===== config.mk =====
export PLATFORM = sky130hd
export DESIGN_NAME = sd_fifo_cx_flat
export DESIGN_NICKNAME = d
export VERILOG_FILES = /design/src/rtl/sd_fifo_cx_if.sv /design/src/rtl/sd_fifo_cx.sv /design/src/flat_wrapper.sv
export SDC_FILE = /design/constraint.sdc
export NUM_CORES = 1
export LEC_CHECK = 0
export BUFFER_PORTS_ARGS = -buffer_cell sky130_fd_sc_hd__buf_2
export CAP_MARGIN = 30
export CORE_MARGIN = 2
export CORE_UTILIZATION = 57
export DETAILED_ROUTE_END_ITERATION = 6
export PLACE_DENSITY = 0.78
export RECOVER_POWER = 100
export SETUP_SLACK_MARGIN = 0.4
export SLEW_MARGIN = 25
export SYNTH_ARGS = -nofsm -noshare
export SYNTH_HDL_FRONTEND = slang
export SYNTH_SLANG_ARGS = --single-unit

===== constraint.sdc =====
create_clock -name clk -period 3.3 [get_ports clk]
set_clock_uncertainty 0.2 [all_clocks]
set_input_delay 0 -clock clk [delete_from_list [all_inputs] [get_ports clk]]
set_output_delay 0 -clock clk [all_outputs]
set_load 0.02 [all_outputs]

===== src/rtl/sd_fifo_cx_if.sv =====
// srdy/drdy handshake bundle for sd_fifo_cx: consumer-side (c_*) input channel
// and producer-side (p_*) output channel. The FIFO uses the slave modport.
interface sd_fifo_cx_if #(
  parameter int width = 8
);
  logic             c_srdy;
  logic             c_drdy;
  logic [width-1:0] c_data;
  logic             p_srdy;
  logic             p_drdy;
  logic [width-1:0] p_data;

  modport master (
    output c_srdy, c_data, p_drdy,
    input  c_drdy, p_srdy, p_data
  );

  modport slave (
    input  c_srdy, c_data, p_drdy,
    output c_drdy, p_srdy, p_data
  );
endinterface


===== src/rtl/sd_fifo_cx.sv =====
// Compact flop-based srdy/drdy FIFO for any depth >= 2, with flush, level flags
// and sticky overflow. Define SD_FIFO_CX_BYPASS_EN for zero-latency fall-through.
module sd_fifo_cx #(
  parameter int width      = 8,
  parameter int depth      = 6,
  parameter int usz        = $clog2(depth + 1),
  parameter int afull_lvl  = depth - 1,
  parameter int aempty_lvl = 1
) (
  input  logic           clk,
  input  logic           reset_n,
  input  logic           flush,
  sd_fifo_cx_if.slave    bus,
  output logic [usz-1:0] usage,
  output logic           p_afull,
  output logic           c_aempty,
  output logic           ovf
);
  localparam int asz = $clog2(depth);

  logic [asz-1:0]   wrptr_reg, wrptr_next;
  logic [asz-1:0]   rdptr_reg, rdptr_next;
  logic [usz-1:0]   usage_reg, usage_next;
  logic             ovf_reg;
  logic [width-1:0] mem [depth];

  logic not_empty;
  logic not_full;
  logic wr;
  logic wr_mem;
  logic rd_mem;

  assign not_empty  = (usage_reg != '0);
  assign not_full   = (usage_reg != usz'(depth));
  assign bus.c_drdy = not_full;
  assign wr         = bus.c_srdy & not_full;
  assign rd_mem     = not_empty & bus.p_drdy;

`ifdef SD_FIFO_CX_BYPASS_EN
  logic byp;
  // An empty FIFO presents the incoming word directly; it is only stored
  // when the consumer does not take it in the same cycle.
  assign byp        = ~not_empty & bus.c_srdy;
  assign bus.p_srdy = not_empty | byp;
  assign bus.p_data = not_empty ? mem[rdptr_reg] : bus.c_data;
  assign wr_mem     = wr & ~(byp & bus.p_drdy);
`else
  assign bus.p_srdy = not_empty;
  assign bus.p_data = mem[rdptr_reg];
  assign wr_mem     = wr;
`endif

  // Storage entries are plain enabled flops; contents are never reset.
  generate
    for (genvar gi = 0; gi < depth; gi++) begin : g_entry
      logic [width-1:0] entry_reg;
      always_ff @(posedge clk) begin
        if (wr_mem && !flush && (wrptr_reg == asz'(gi)))
          entry_reg <= bus.c_data;
      end
      assign mem[gi] = entry_reg;
    end
  endgenerate

  // Explicit wrap at depth-1 keeps non-power-of-2 depths correct.
  always_comb begin
    wrptr_next = wrptr_reg;
    rdptr_next = rdptr_reg;
    usage_next = usage_reg;
    if (wr_mem)
      wrptr_next = (wrptr_reg == asz'(depth - 1)) ? '0 : wrptr_reg + 1'b1;
    if (rd_mem)
      rdptr_next = (rdptr_reg == asz'(depth - 1)) ? '0 : rdptr_reg + 1'b1;
    case ({wr_mem, rd_mem})
      2'b10:   usage_next = usage_reg + 1'b1;
      2'b01:   usage_next = usage_reg - 1'b1;
      default: usage_next = usage_reg;
    endcase
  end

  always_ff @(posedge clk or negedge reset_n) begin
    if (!reset_n) begin
      wrptr_reg <= '0;
      rdptr_reg <= '0;
      usage_reg <= '0;
      ovf_reg   <= 1'b0;
    end else if (flush) begin
      wrptr_reg <= '0;
      rdptr_reg <= '0;
      usage_reg <= '0;
      ovf_reg   <= 1'b0;
    end else begin
      wrptr_reg <= wrptr_next;
      rdptr_reg <= rdptr_next;
      usage_reg <= usage_next;
      if (bus.c_srdy && !not_full)
        ovf_reg <= 1'b1;
    end
  end

  assign usage    = usage_reg;
  assign p_afull  = (usage_reg >= usz'(afull_lvl));
  assign c_aempty = (usage_reg <= usz'(aempty_lvl));
  assign ovf      = ovf_reg;
endmodule


===== src/flat_wrapper.sv =====
// flat-port wrapper written by rule: the top's interface ports become plain ports
module sd_fifo_cx_flat 
#(
  parameter int width      = 8,
  parameter int depth      = 6,
  parameter int usz        = $clog2(depth + 1),
  parameter int afull_lvl  = depth - 1,
  parameter int aempty_lvl = 1
)
  (clk, reset_n, flush, usage, p_afull, c_aempty, ovf, bus_c_srdy, bus_c_data, bus_p_drdy, bus_c_drdy, bus_p_srdy, bus_p_data);
  sd_fifo_cx_if #(.width(width)) bus_i ();
  input  logic clk;
  input  logic reset_n;
  input  logic flush;
  output logic [usz-1:0] usage;
  output logic p_afull;
  output logic c_aempty;
  output logic ovf;
  input wire logic [$bits(bus_i.c_srdy)-1:0] bus_c_srdy;
  input wire logic [$bits(bus_i.c_data)-1:0] bus_c_data;
  input wire logic [$bits(bus_i.p_drdy)-1:0] bus_p_drdy;
  output wire logic [$bits(bus_i.c_drdy)-1:0] bus_c_drdy;
  output wire logic [$bits(bus_i.p_srdy)-1:0] bus_p_srdy;
  output wire logic [$bits(bus_i.p_data)-1:0] bus_p_data;
  assign bus_i.c_srdy = bus_c_srdy;
  assign bus_i.c_data = bus_c_data;
  assign bus_i.p_drdy = bus_p_drdy;
  assign bus_c_drdy = bus_i.c_drdy;
  assign bus_p_srdy = bus_i.p_srdy;
  assign bus_p_data = bus_i.p_data;
  sd_fifo_cx #(.width(width), .depth(depth), .usz(usz), .afull_lvl(afull_lvl), .aempty_lvl(aempty_lvl)) u_core (.clk(clk), .reset_n(reset_n), .flush(flush), .bus(bus_i), .usage(usage), .p_afull(p_afull), .c_aempty(c_aempty), .ovf(ovf));
endmodule

==> key figures <==
Run status
  – Status: complete, no violations

Die
  – Row count: 24
  – Die H: 70.7 um
  – Starting Density: 58.7%
  – Die X: ~70 um
  – Die area: 5000 sq um
  – Core footprint: 4320 sq um
  – IO Pins: 29

Worst setup path
  – Most common cell type on the critical path: clkbuf_1
  – Critical path class: reg2out
  – Startpoint Class: flop
  – Flop-to-flop setup slack: just over 0.6 ns
  – CP bufs+invs: 3
  – Critical path, cell by cell: clkbuf_1 -> mux4_1 -> inv_1 -> o22ai_1 -> clkbuf_1
  – Slowest cell on crit path: dfrtp_1
  – Critical path's largest stage delay: around 0.7 ns
  – Worst R2R End: u_core.g_entry[4].entry_reg[7]$_DFFE_PP_
  – Worst Path Max Fanout: 10
  – Critical Path End Type: primary output
  – R2R Path Start: u_core.usage[0]$_DFFE_PN0P_
  – Top delay family on crit path: buffers and inverters
  – Worst R2R Path Depth: 6
  – WP data required: about 3.1 ns
  – Crit path arrival time: around 2.6 ns
  – Origin of the worst setup path: u_core.rdptr_reg[0]$_DFFE_PN0P_

Placed design
  – GP Congestion: just over 0.8
  – Hpwl dp: 3.28 mm
  – Cell Area, Placed: ~2700 sq um
  – Port Buffers: 28

STA
  – Final period utilization: a little over four fifths
  – Fin crit period: 2.80 ns
  – Fin Hold WS: between 0.3 and 0.4 ns
  – Slew @ Worst Pin: between 0.8 and 0.9 ns
  – Slew HR: 43.4%
  – Fin. max-slew vios: 0
  – Final setup fails: 0
  – RSZ-0062 raised after global routing: false
  – Final hold violation count: 0
  – Setup TNS: 0 ns
  – Max Freq: 0.358 GHz

Layout
  – Ant diodes: 0
  – Nets: 231
  – Share of post-route cells with drive strength above 1: 11.1%
  – Max reg flops: between 40 and 50
  – Area growth syn-to-layout: 16.4%
  – Design area: 2950 sq um
  – Fin util: between 60% and 70%

Logic synthesis
  – Sequential fraction of the synthesis area: between 60% and 70%
  – Post-Synthesis Cell Area: ~2500 sq um
  – EDFF count, synth: between 40 and 50
  – Avg Cell Area, Syn: approximately 16 sq um
  – Synthesis-stage register bit count: 58
  – XOR/XNOR Fraction of Synth Area: under 10%
  – Simple-gate share of the synthesized area: 7.54%
  – Mux contribution to synthesized area: 11.6%
  – Complex-gate fraction of the synthesized area: under 10%
  – Ys async rst share: between 10% and 20%
  – Yosys warns: 0
  – Largest family of logic cells by synthesized area: multiplexers
  – Top FF cell, synth: edfxtp_1
  – Syn Inst Count: 162
  – Synthesized-area fraction occupied by adder cells: 2.96%
  – Syn nets: 181
  – Post-synthesis cell type count: 38

Route
  – Drt first pass iters: 4
  – DR vias/cell: around 5.7
  – Post-DRT Antenna Nets: 0
  – Via Count: 1529
  – Avg WL per Cell: 18.4 um
  – Drt drc: 0
  – Post-Route WL: a little under 5 mm
  – 1st-iter DRT viols: 73

CTS
  – PostCTS Resize Cnt: 0
  – CTS H-tree lvls: 3
  – Max Buffers Root-to-Sink: 2
  – Clock tree from TritonCTS: yes
  – Root buffer cell: clkbuf_8
  – Cts bufs inserted: 9
  – CTS clk-pin slew, worst paths: 0.06 ns
  – Post-CTS Setup Inserts: 0
  – Post-CTS Hold Buffers: 15
  – CTS sink count: 58
  – Clk_lat worst skew: 0.33 ns

Global route
  – Global-route wire length before repair: roughly 8.0 mm
  – GRT Total Usage: 21.8%
  – Largest net degree at the start of global routing: 14
  – Antenna violations before repair: 0
  – Gr ovfl total: 0
  – Vias in the first global route: 1617

Min path
  – WHS Endpoint: u_core.g_entry[3].entry_reg[7]$_DFFE_PP_
  – Worst Hold Launch: bus_c_data[7]
  – Hold WC Path Type: in2reg
  – Hold depth: 2

Power
  – VDD IR max: 408 uV
  – PwrDens: 601 nW/um^2
  – Static leakage: 1.06 nW

Flow run
  – Max-capacitance violation count: 0
## where the power goes
group          total (mW)  switching (mW)  leakage (nW)  internal (mW)
sequential          0.877          0.0527         0.570          0.824
combinational       0.386           0.226         0.411          0.160
clock               0.512           0.247        0.0762          0.266
## how the worst max path moves through the flow
| stage | slack (ns) | endpoint | cells past startpoint |
|---|---|---|---|
| after global placement | 0.89 | u_core.g_entry[4].entry_reg[2]$_DFFE_PP_ | 6 |
| final | 0.50 | bus_p_data[2] | 5 |
| after global routing | 0.31 | bus_p_data[2] | 5 |
| after detailed placement | 0.66 | u_core.g_entry[4].entry_reg[6]$_DFFE_PP_ | 6 |
| after CTS | 0.64 | u_core.g_entry[4].entry_reg[7]$_DFFE_PP_ | 6 |
| after floorplan | 0.47 | u_core.g_entry[2].entry_reg[0]$_DFFE_PP_ | 5 |
## cell usage after synthesis, types with 2 or more instances
cell	number	share of area (%)
ha_1	6	3.0
mux4_1	3	3.1
nand2_1	8	1.2
edfxtp_1	48	57
dfrtp_1	10	9.9
inv_1	12	1.8
a311oi_1	2	0.69
mux4_2	5	4.4
mux2i_1	8	3.2
clkbuf_1	4	0.59
a21oi_1	6	1.2
and2_1	2	0.49
nor2_1	11	1.6
xnor2_1	2	0.69
o22ai_1	8	2.0
and3_1	2	0.49
buf_6	2	0.89
a31oi_1	3	0.74
## cell families (layout without fill, tap and decap cells)
kind of cell	Yosys count	count (layout)
DFF	58	58
and+or+nand+nor	34	34
AOI/OAI and AO/OA	22	22
buffers and inverters	21	75
muxes	18	18
adders and majority gates	6	6
xor gates and xnor gates	3	3
## through the flow
step                      instances  worst slack, ns  total power, mW
after global routing            268            0.309             1.86
final                           268            0.503             1.77
after CTS                       268            0.645             1.82
after global placement          238            0.886             1.28
after floorplan                 162            0.468             1.20
after detailed placement        238            0.663             1.30
## layer usage
metal	part of all wire [%]	vias up	global-route usage (%)	routed length, um
li1	-	710	-	-
met4	1.9	0	7.55	95
met3	4.6	11	7.12	227
met5	0	-	0	0
met2	51	39	36.9	2540
met1	42	769	26.6	2070
## placed cells by master (no fill, tap or decap), types with 2 or more instances in the layout
cell / netlist / layout
clkbuf_8: 0 / 9
edfxtp_1: 48 / 48
nor2_1: 11 / 11
buf_2: 1 / 5
mux4_2: 5 / 5
ha_1: 6 / 6
xnor2_1: 2 / 2
mux4_1: 3 / 3
nand2b_1: 1 / 2
a21oi_1: 6 / 6
nand2_1: 8 / 9
dfrtp_1: 10 / 10
dlygate4sd3_1: 0 / 15
and3_1: 2 / 2
o22ai_1: 8 / 8
inv_1: 12 / 12
a31oi_1: 3 / 3
a311oi_1: 2 / 2
mux2i_1: 8 / 8
clkinv_2: 0 / 2
clkbuf_1: 4 / 31
## area by class of cell
type	instances	area, sq um
clock inverters	3	17.5
well taps	52	65.1
flip-flops and latches	58	1690
multi-input cells	83	719
fillers	312	1370
clock buffers	12	135
repair buffers	48	280
inverters	12	45.0
(Power assumes the default switching activity.)
